$ cat src/rtl/yuv_row_upsampler_csc_if.sv
// Pair-stream handshake bundle for the YUV row upsampler / CSC.
// Master drives YUV pairs and out_ready; slave returns RGB pairs.
interface yuv_row_upsampler_csc_if;
  logic       in_valid;
  logic       in_ready;
  logic [7:0] in_y0;
  logic [7:0] in_y1;
  logic [7:0] in_u;
  logic [7:0] in_v;
  logic       out_valid;
  logic       out_ready;
  logic [7:0] out_r0;
  logic [7:0] out_g0;
  logic [7:0] out_b0;
  logic [7:0] out_r1;
  logic [7:0] out_g1;
  logic [7:0] out_b1;
  logic       out_eol;

  modport master (
    output in_valid, in_y0, in_y1, in_u, in_v, out_ready,
    input  in_ready, out_valid, out_eol,
    input  out_r0, out_g0, out_b0, out_r1, out_g1, out_b1
  );

  modport slave (
    input  in_valid, in_y0, in_y1, in_u, in_v, out_ready,
    output in_ready, out_valid, out_eol,
    output out_r0, out_g0, out_b0, out_r1, out_g1, out_b1
  );
endinterface

$ cat src/rtl/yuv_row_upsampler_csc.sv
// Streaming YUV 4:2:2 pair upsampler (6-tap / nearest odd chroma)
// followed by a shared YUV-to-RGB converter, one RGB pair per handshake.
module yuv_row_upsampler_csc #(
  parameter int WIDTH  = 320,
  parameter int HEIGHT = 240
) (
  input  logic Clock,
  input  logic Resetn,
  input  logic mode_nearest,
  yuv_row_upsampler_csc_if.slave bus,
  output logic frame_done
);

  localparam int P  = WIDTH / 2;
  localparam int CW = $clog2(P + 1);
  localparam int RW = (HEIGHT > 1) ? $clog2(HEIGHT) : 1;

  typedef enum logic [2:0] {
    S_FILL, S_UV, S_EVEN, S_ODD, S_OUT
  } state_t;

  state_t state, state_nxt;

  logic [CW-1:0] rx_cnt;
  logic [CW-1:0] tx_cnt;
  logic [RW-1:0] row_cnt;
  logic          run;
  logic          mode_row;

  logic [7:0] y0_buf [4];
  logic [7:0] y1_buf [4];
  logic [7:0] u_buf  [8];
  logic [7:0] v_buf  [8];
  logic [7:0] uo, vo;
  logic [7:0] r0, g0, b0, r1, g1, b1;

  logic [CW:0] tx_p4, fill_lim, rx_nxt;
  logic        accept, hs_out, last_pair;
  logic [2:0]  sl [6];
  logic [2:0]  c0;
  logic [1:0]  l0;
  logic [7:0]  cy, cu, cv;
  logic [23:0] rgb;

  function automatic logic [7:0] clip8(input int x);
    if (x < 0)        return 8'd0;
    else if (x > 255) return 8'd255;
    else              return x[7:0];
  endfunction

  function automatic logic [2:0] cslot(
    input logic [CW-1:0] k,
    input int            d
  );
    int j;
    j = int'(k) + d;
    if (j < 0)          j = 0;
    else if (j > P - 1) j = P - 1;
    return j[2:0];
  endfunction

  function automatic logic [7:0] fir(
    input logic [7:0] a, b, c, d, e, f
  );
    int s;
    s = 21 * int'(a) - 52 * int'(b)
      + 159 * int'(c) + 159 * int'(d)
      - 52 * int'(e) + 21 * int'(f) + 128;
    return clip8(s >>> 8);
  endfunction

  function automatic logic [23:0] csc(
    input logic [7:0] y, u, v
  );
    int yt, ut, vt, r, g, b;
    yt = 76284 * (int'(y) - 16);
    ut = int'(u) - 128;
    vt = int'(v) - 128;
    r  = (yt + 104595 * vt) >>> 16;
    g  = (yt - 25624 * ut - 53281 * vt) >>> 16;
    b  = (yt + 132251 * ut) >>> 16;
    return {clip8(r), clip8(g), clip8(b)};
  endfunction

  // Fill limit is min(tx+4, P): the window k-2..k+3 must be resident.
  assign tx_p4    = {1'b0, tx_cnt} + (CW+1)'(4);
  assign fill_lim = (tx_p4 < (CW+1)'(P)) ? tx_p4 : (CW+1)'(P);

  assign bus.in_ready = run && (state == S_FILL)
                     && ({1'b0, rx_cnt} < fill_lim);
  assign accept       = bus.in_valid && bus.in_ready;
  assign rx_nxt       = {1'b0, rx_cnt} + {{CW{1'b0}}, accept};

  assign bus.out_valid = (state == S_OUT);
  assign hs_out        = bus.out_valid && bus.out_ready;
  assign last_pair     = (tx_cnt == CW'(P - 1));
  assign bus.out_eol   = bus.out_valid && last_pair;

  assign bus.out_r0 = r0;
  assign bus.out_g0 = g0;
  assign bus.out_b0 = b0;
  assign bus.out_r1 = r1;
  assign bus.out_g1 = g1;
  assign bus.out_b1 = b1;

  assign c0 = tx_cnt[2:0];
  assign l0 = tx_cnt[1:0];

  always_comb begin
    for (int d = 0; d < 6; d++) begin
      sl[d] = cslot(tx_cnt, d - 2);
    end
  end

  // One converter serves both pixels of the pair.
  always_comb begin
    cy = y0_buf[l0];
    cu = u_buf[c0];
    cv = v_buf[c0];
    if (state == S_ODD) begin
      cy = y1_buf[l0];
      cu = uo;
      cv = vo;
    end
    rgb = csc(cy, cu, cv);
  end

  always_ff @(posedge Clock or negedge Resetn) begin
    if (!Resetn) state <= S_FILL;
    else         state <= state_nxt;
  end

  always_comb begin
    state_nxt = state;
    unique case (state)
      S_FILL: if (rx_nxt >= fill_lim) state_nxt = S_UV;
      S_UV:   state_nxt = S_EVEN;
      S_EVEN: state_nxt = S_ODD;
      S_ODD:  state_nxt = S_OUT;
      S_OUT:  if (hs_out) state_nxt = S_FILL;
      default: state_nxt = S_FILL;
    endcase
  end

  always_ff @(posedge Clock or negedge Resetn) begin
    if (!Resetn) begin
      rx_cnt     <= '0;
      tx_cnt     <= '0;
      row_cnt    <= '0;
      run        <= 1'b0;
      mode_row   <= 1'b0;
      frame_done <= 1'b0;
      uo         <= '0;
      vo         <= '0;
      {r0, g0, b0} <= '0;
      {r1, g1, b1} <= '0;
      for (int i = 0; i < 4; i++) begin
        y0_buf[i] <= '0;
        y1_buf[i] <= '0;
      end
      for (int i = 0; i < 8; i++) begin
        u_buf[i] <= '0;
        v_buf[i] <= '0;
      end
    end else begin
      run        <= 1'b1;
      frame_done <= 1'b0;
      if (accept) begin
        y0_buf[rx_cnt[1:0]] <= bus.in_y0;
        y1_buf[rx_cnt[1:0]] <= bus.in_y1;
        u_buf[rx_cnt[2:0]]  <= bus.in_u;
        v_buf[rx_cnt[2:0]]  <= bus.in_v;
        rx_cnt <= rx_cnt + CW'(1);
        if (rx_cnt == '0) mode_row <= mode_nearest;
      end
      if (state == S_UV) begin
        if (mode_row) begin
          uo <= u_buf[c0];
          vo <= v_buf[c0];
        end else begin
          uo <= fir(u_buf[sl[0]], u_buf[sl[1]], u_buf[sl[2]],
                    u_buf[sl[3]], u_buf[sl[4]], u_buf[sl[5]]);
          vo <= fir(v_buf[sl[0]], v_buf[sl[1]], v_buf[sl[2]],
                    v_buf[sl[3]], v_buf[sl[4]], v_buf[sl[5]]);
        end
      end
      if (state == S_EVEN) {r0, g0, b0} <= rgb;
      if (state == S_ODD)  {r1, g1, b1} <= rgb;
      if (hs_out) begin
        if (last_pair) begin
          rx_cnt <= '0;
          tx_cnt <= '0;
          if (row_cnt == RW'(HEIGHT - 1)) begin
            row_cnt    <= '0;
            frame_done <= 1'b1;
          end else begin
            row_cnt <= row_cnt + RW'(1);
          end
        end else begin
          tx_cnt <= tx_cnt + CW'(1);
        end
      end
    end
  end

endmodule

$ cat src/flat_wrapper.sv
// flat-port wrapper written by rule: the top's interface ports become plain ports
module yuv_row_upsampler_csc_flat 
#(
  parameter int WIDTH  = 320,
  parameter int HEIGHT = 240
)
  (Clock, Resetn, mode_nearest, frame_done, bus_in_valid, bus_in_y0, bus_in_y1, bus_in_u, bus_in_v, bus_out_ready, bus_in_ready, bus_out_valid, bus_out_eol, bus_out_r0, bus_out_g0, bus_out_b0, bus_out_r1, bus_out_g1, bus_out_b1);
  yuv_row_upsampler_csc_if bus_i ();
  input  logic Clock;
  input  logic Resetn;
  input  logic mode_nearest;
  output logic frame_done;
  input wire logic [$bits(bus_i.in_valid)-1:0] bus_in_valid;
  input wire logic [$bits(bus_i.in_y0)-1:0] bus_in_y0;
  input wire logic [$bits(bus_i.in_y1)-1:0] bus_in_y1;
  input wire logic [$bits(bus_i.in_u)-1:0] bus_in_u;
  input wire logic [$bits(bus_i.in_v)-1:0] bus_in_v;
  input wire logic [$bits(bus_i.out_ready)-1:0] bus_out_ready;
  output wire logic [$bits(bus_i.in_ready)-1:0] bus_in_ready;
  output wire logic [$bits(bus_i.out_valid)-1:0] bus_out_valid;
  output wire logic [$bits(bus_i.out_eol)-1:0] bus_out_eol;
  output wire logic [$bits(bus_i.out_r0)-1:0] bus_out_r0;
  output wire logic [$bits(bus_i.out_g0)-1:0] bus_out_g0;
  output wire logic [$bits(bus_i.out_b0)-1:0] bus_out_b0;
  output wire logic [$bits(bus_i.out_r1)-1:0] bus_out_r1;
  output wire logic [$bits(bus_i.out_g1)-1:0] bus_out_g1;
  output wire logic [$bits(bus_i.out_b1)-1:0] bus_out_b1;
  assign bus_i.in_valid = bus_in_valid;
  assign bus_i.in_y0 = bus_in_y0;
  assign bus_i.in_y1 = bus_in_y1;
  assign bus_i.in_u = bus_in_u;
  assign bus_i.in_v = bus_in_v;
  assign bus_i.out_ready = bus_out_ready;
  assign bus_in_ready = bus_i.in_ready;
  assign bus_out_valid = bus_i.out_valid;
  assign bus_out_eol = bus_i.out_eol;
  assign bus_out_r0 = bus_i.out_r0;
  assign bus_out_g0 = bus_i.out_g0;
  assign bus_out_b0 = bus_i.out_b0;
  assign bus_out_r1 = bus_i.out_r1;
  assign bus_out_g1 = bus_i.out_g1;
  assign bus_out_b1 = bus_i.out_b1;
  yuv_row_upsampler_csc #(.WIDTH(WIDTH), .HEIGHT(HEIGHT)) u_core (.Clock(Clock), .Resetn(Resetn), .mode_nearest(mode_nearest), .bus(bus_i), .frame_done(frame_done));
endmodule
$ cat config.mk
export PLATFORM = sky130hd
export DESIGN_NAME = yuv_row_upsampler_csc_flat
export DESIGN_NICKNAME = d
export VERILOG_FILES = /design/src/rtl/yuv_row_upsampler_csc_if.sv /design/src/rtl/yuv_row_upsampler_csc.sv /design/src/flat_wrapper.sv
export SDC_FILE = /design/constraint.sdc
export NUM_CORES = 2
export LEC_CHECK = 0
export ABC_AREA = 1
export CORE_MARGIN = 10
export CORE_UTILIZATION = 60
export CTS_BUF_LIST = sky130_fd_sc_hd__clkbuf_16
export DETAILED_ROUTE_END_ITERATION = 8
export HOLD_SLACK_MARGIN = 0.03
export PLACE_DENSITY = 0.8
export SYNTH_ARGS = -nofsm -noshare
export SYNTH_HDL_FRONTEND = slang
export SYNTH_SLANG_ARGS = --single-unit
$ cat constraint.sdc
create_clock -name Clock -period 9.9 [get_ports Clock]
set_clock_uncertainty 0.15 [all_clocks]
set_input_delay 1.98 -clock Clock [delete_from_list [all_inputs] [get_ports Clock]]
set_output_delay 1.98 -clock Clock [all_outputs]
set_load 0.05 [all_outputs]
==> reports/summary.log <==
qor: placement.dp.final_hpwl 127800 µm
qor: worst_setup_path.critPathCaptureType flip-flop
qor: floorplanning.placementRows 104
qor: routing.met1_length 64040 µm
qor: routing.dr.max_layer_used met4
qor: final_layout.area_growth 17.81%
qor: routing.routed-wl-met2 73880 µm
qor: run_status.run_status finished with violations
qor: logic_synthesis.register_area_share_after_synthesis 14.58%
qor: sta.period_share 101.1%
qor: sta.rsz0062_at_grt true
qor: floorplanning.start_util 60.76%
qor: worst_setup_path.cp_slowest_cell dfrtp_4
qor: logic_synthesis.synth.distinct_cells 76
qor: routing.drt.antenna.violating_nets 0
qor: worst_setup_path.criticalPathCategory reg -> reg
qor: logic_synthesis.syn-instance-count 6437
qor: hold_path.worst_hold_path_type reg -> reg
qor: placement.gp_congestion 1.047
qor: clocking.clock_sinks 286
qor: worst_setup_path.cp-start-kind flip-flop
qor: grt.first_global_vias 45440
qor: placement.dpl_cell_area 54520 µm²
qor: sta.report.final.setup_viol 8
qor: clocking.tritoncts.num_buffers 35
qor: clocking.max-clock-path-buffers 3
qor: routing.met3WireLength 15300 µm
qor: grt.pin_count_of_the_biggest_net_entering_global_routing 122
qor: sta.fin_crit 10.01 ns
qor: routing.routed-via-count 47210
qor: final_layout.layout.cell_area.non_filler 57850 µm²
qor: routing.drt_first_pass_iters 7
qor: clocking.cts_hold_buffers_added 0
qor: sta.fmax 0.09986 GHz
qor: floorplanning.dieWidth 306.1 µm
qor: routing.dr.first_iter.drc_count 4793
qor: final_layout.final_net_count 8194
qor: sta.slew_viol_final 0
qor: routing.route.detailed.wl_per_inst 20.36 µm
qor: sta.pin_slew_with_the_least_headroom_to_its_limit 1.131 ns
qor: grt.grt_overflow 0
qor: worst_setup_path.critical-path-top-delay-family adder cells
qor: logic_synthesis.synth_async_sr_flop_share 100.0%
qor: logic_synthesis.synthTopCellsByCount inv_1, nand2_1, ha_1, o21ai_0, a21oi_1
qor: worst_setup_path.worst_ep_required_time 10.19 ns
qor: run_status.violations_in_the_final_reports setup timing
qor: routing.viasPerCell 5.916
qor: logic_synthesis.yosys.area.top_type ha_1
qor: worst_setup_path.critical_path_arrival 10.31 ns
qor: placement.place.port_buffers 88
qor: flow_run.max_cap_violations 0
qor: clocking.insertion_delay 0.60 ns
qor: clocking.clock_tree.root_cell clkbuf_16
qor: final_layout.drive_gt1_share 14.54%
qor: sta.final.setup.tns -0.4807 ns
qor: grt.grt_pass1_wl 246200 µm
qor: clocking.ctsHtreeMaxLevel 2
qor: logic_synthesis.yosysMostFrequentCell inv_1
qor: logic_synthesis.synth_largest_type_area_fraction 22.73%
qor: grt.global_route.usage.total 32.75%
qor: worst_setup_path.crit_path_max_incr_delay 0.54 ns
qor: worst_setup_path.critPathBufInv 12
qor: routing.drc 0
qor: floorplanning.dieHeight 306.1 µm
qor: worst_setup_path.critical_path_peak_fanout 8
qor: floorplanning.core_region_area 80810 µm²
qor: logic_synthesis.synth_enable_flop_cells 0
qor: logic_synthesis.number_of_synthesized_register_bits 286
qor: grt.initial_antenna_violation_count 0
qor: logic_synthesis.yosys_warnings 0
qor: clocking.cts_tree built
qor: sta.slew-limit-headroom 24.53%
qor: floorplanning.num_io_pins 89
qor: floorplanning.design.die.area 93680 µm²
qor: logic_synthesis.synthFlopType dfrtp_1
qor: clocking.clkSlewWorstSetupHoldPaths 0.06 ns
qor: worst_setup_path.cpMostUsedCell inv_1
qor: routing.wl 162400 µm
qor: sta.final_setup_slack_of_the_worst_path -0.1136 ns
qor: final_layout.postLayoutCoreUtil 71.59%
qor: logic_synthesis.synth_area_leaders ha_1, fa_1, dfrtp_1
qor: sta.hold_violations 0
qor: logic_synthesis.synth.avg_cell_area 7.628 µm²
qor: logic_synthesis.synth.cell_area 49100 µm²
==> area by class of cell <==
cell class	instances	area [µm²]
Antenna cell	1	2.502
Clock buffer	35	875.8
Clock inverter	26	261.5
Fill cell	6245	22960
Inverter	1216	4611
Multi-Input combinational cell	4718	38100
Sequential cell	286	7166
Tap cell	1060	1326
Timing Repair Buffer	638	5503
==> cells in the final DEF, fill, tap and decap left out, drive strengths merged, types with 20 or more instances in the layout <==
cell type / Yosys / routed
o31ai: 25 / 25
nor2: 260 / 260
o21ai: 674 / 674
fa: 370 / 370
nand4: 33 / 33
or2: 20 / 20
nand2: 1147 / 1147
a21oi: 465 / 465
buf: 100 / 547
nand3: 197 / 197
nor3: 37 / 37
inv: 1211 / 1214
clkdlybuf4s50: 0 / 87
o211ai: 136 / 136
dfrtp: 286 / 286
a31oi: 33 / 33
xnor2: 71 / 71
ha: 892 / 892
clkbuf: 118 / 38
o21bai: 28 / 28
o221ai: 25 / 25
xor2: 149 / 149
==> cells by family (layout without fill, tap and decap cells) <==
group	count (synthesis)	in the layout	share of synthesized area [%]
buffers and inverters	1434	1915	11.36
adder cells (fa/ha/maj)	1262	1262	37.81
AO/OA/AOI/OAI	1494	1494	17.24
XOR/XNOR	220	220	3.985
flip-flops	286	286	14.58
multiplexers	18	18	0.4128
AND/OR/NAND/NOR	1722	1722	14.60
other	1	3	0.007637
==> per-layer routing <==
metal / up-vias / track usage (%)
met2: 2297 / 52.96
met5: - / 0
met1: 22370 / 41.15
met3: 507 / 7.003
li1: 22030 / -
met4: 0 / 16.33
==> repair_timing <==
action,CTS,global route
gates resized for setup,21,372
endpoints found under the setup margin,50,64
cloned,1,3
buffers inserted,2,44
pin swaps,3,220
==> per-stage QoR <==
stage	hold slack, ns	cells	worst slack [ns]
2_1_floorplan	0.2834	6438	0.0001563
3_3_place_gp	0.2993	7871	-0.1576
3_5_place_dp	0.3102	7871	-0.3521
4_1_cts	0.3227	7935	-0.007145
5_1_grt	0.3474	7979	-0.4744
6_report	0.3147	7980	-0.1136
==> sequential cells by signal, indices dropped and copies added, names as in the netlist, 32 cells and up <==
register       cells
u_core.u_buf      64
u_core.v_buf      64
u_core.y0_buf     32
u_core.y1_buf     32
==> worst paths after layout <==
kind | start | slack (ns) | depth (start not counted) | to
setup / recovery | u_core.tx_cnt[0] | -0.11 | 53 | u_core.uo[0]
hold / removal | u_core.row_cnt[7] | 0.31 | 1 | u_core.row_cnt[7]
setup reg to reg | u_core.tx_cnt[0] | -0.11 | 53 | u_core.uo[0]
hold reg to reg | u_core.row_cnt[7] | 0.31 | 1 | u_core.row_cnt[7]
max in group asynchronous | Resetn | 6.71 | 2 | u_core.tx_cnt[0]
min in group asynchronous | Resetn | 1.23 | 1 | u_core.bus.out_r1[6]
Power is left out: the tool's default activity adds up to more than one toggle a clock period on the data nets, which glitch-free logic cannot reach.
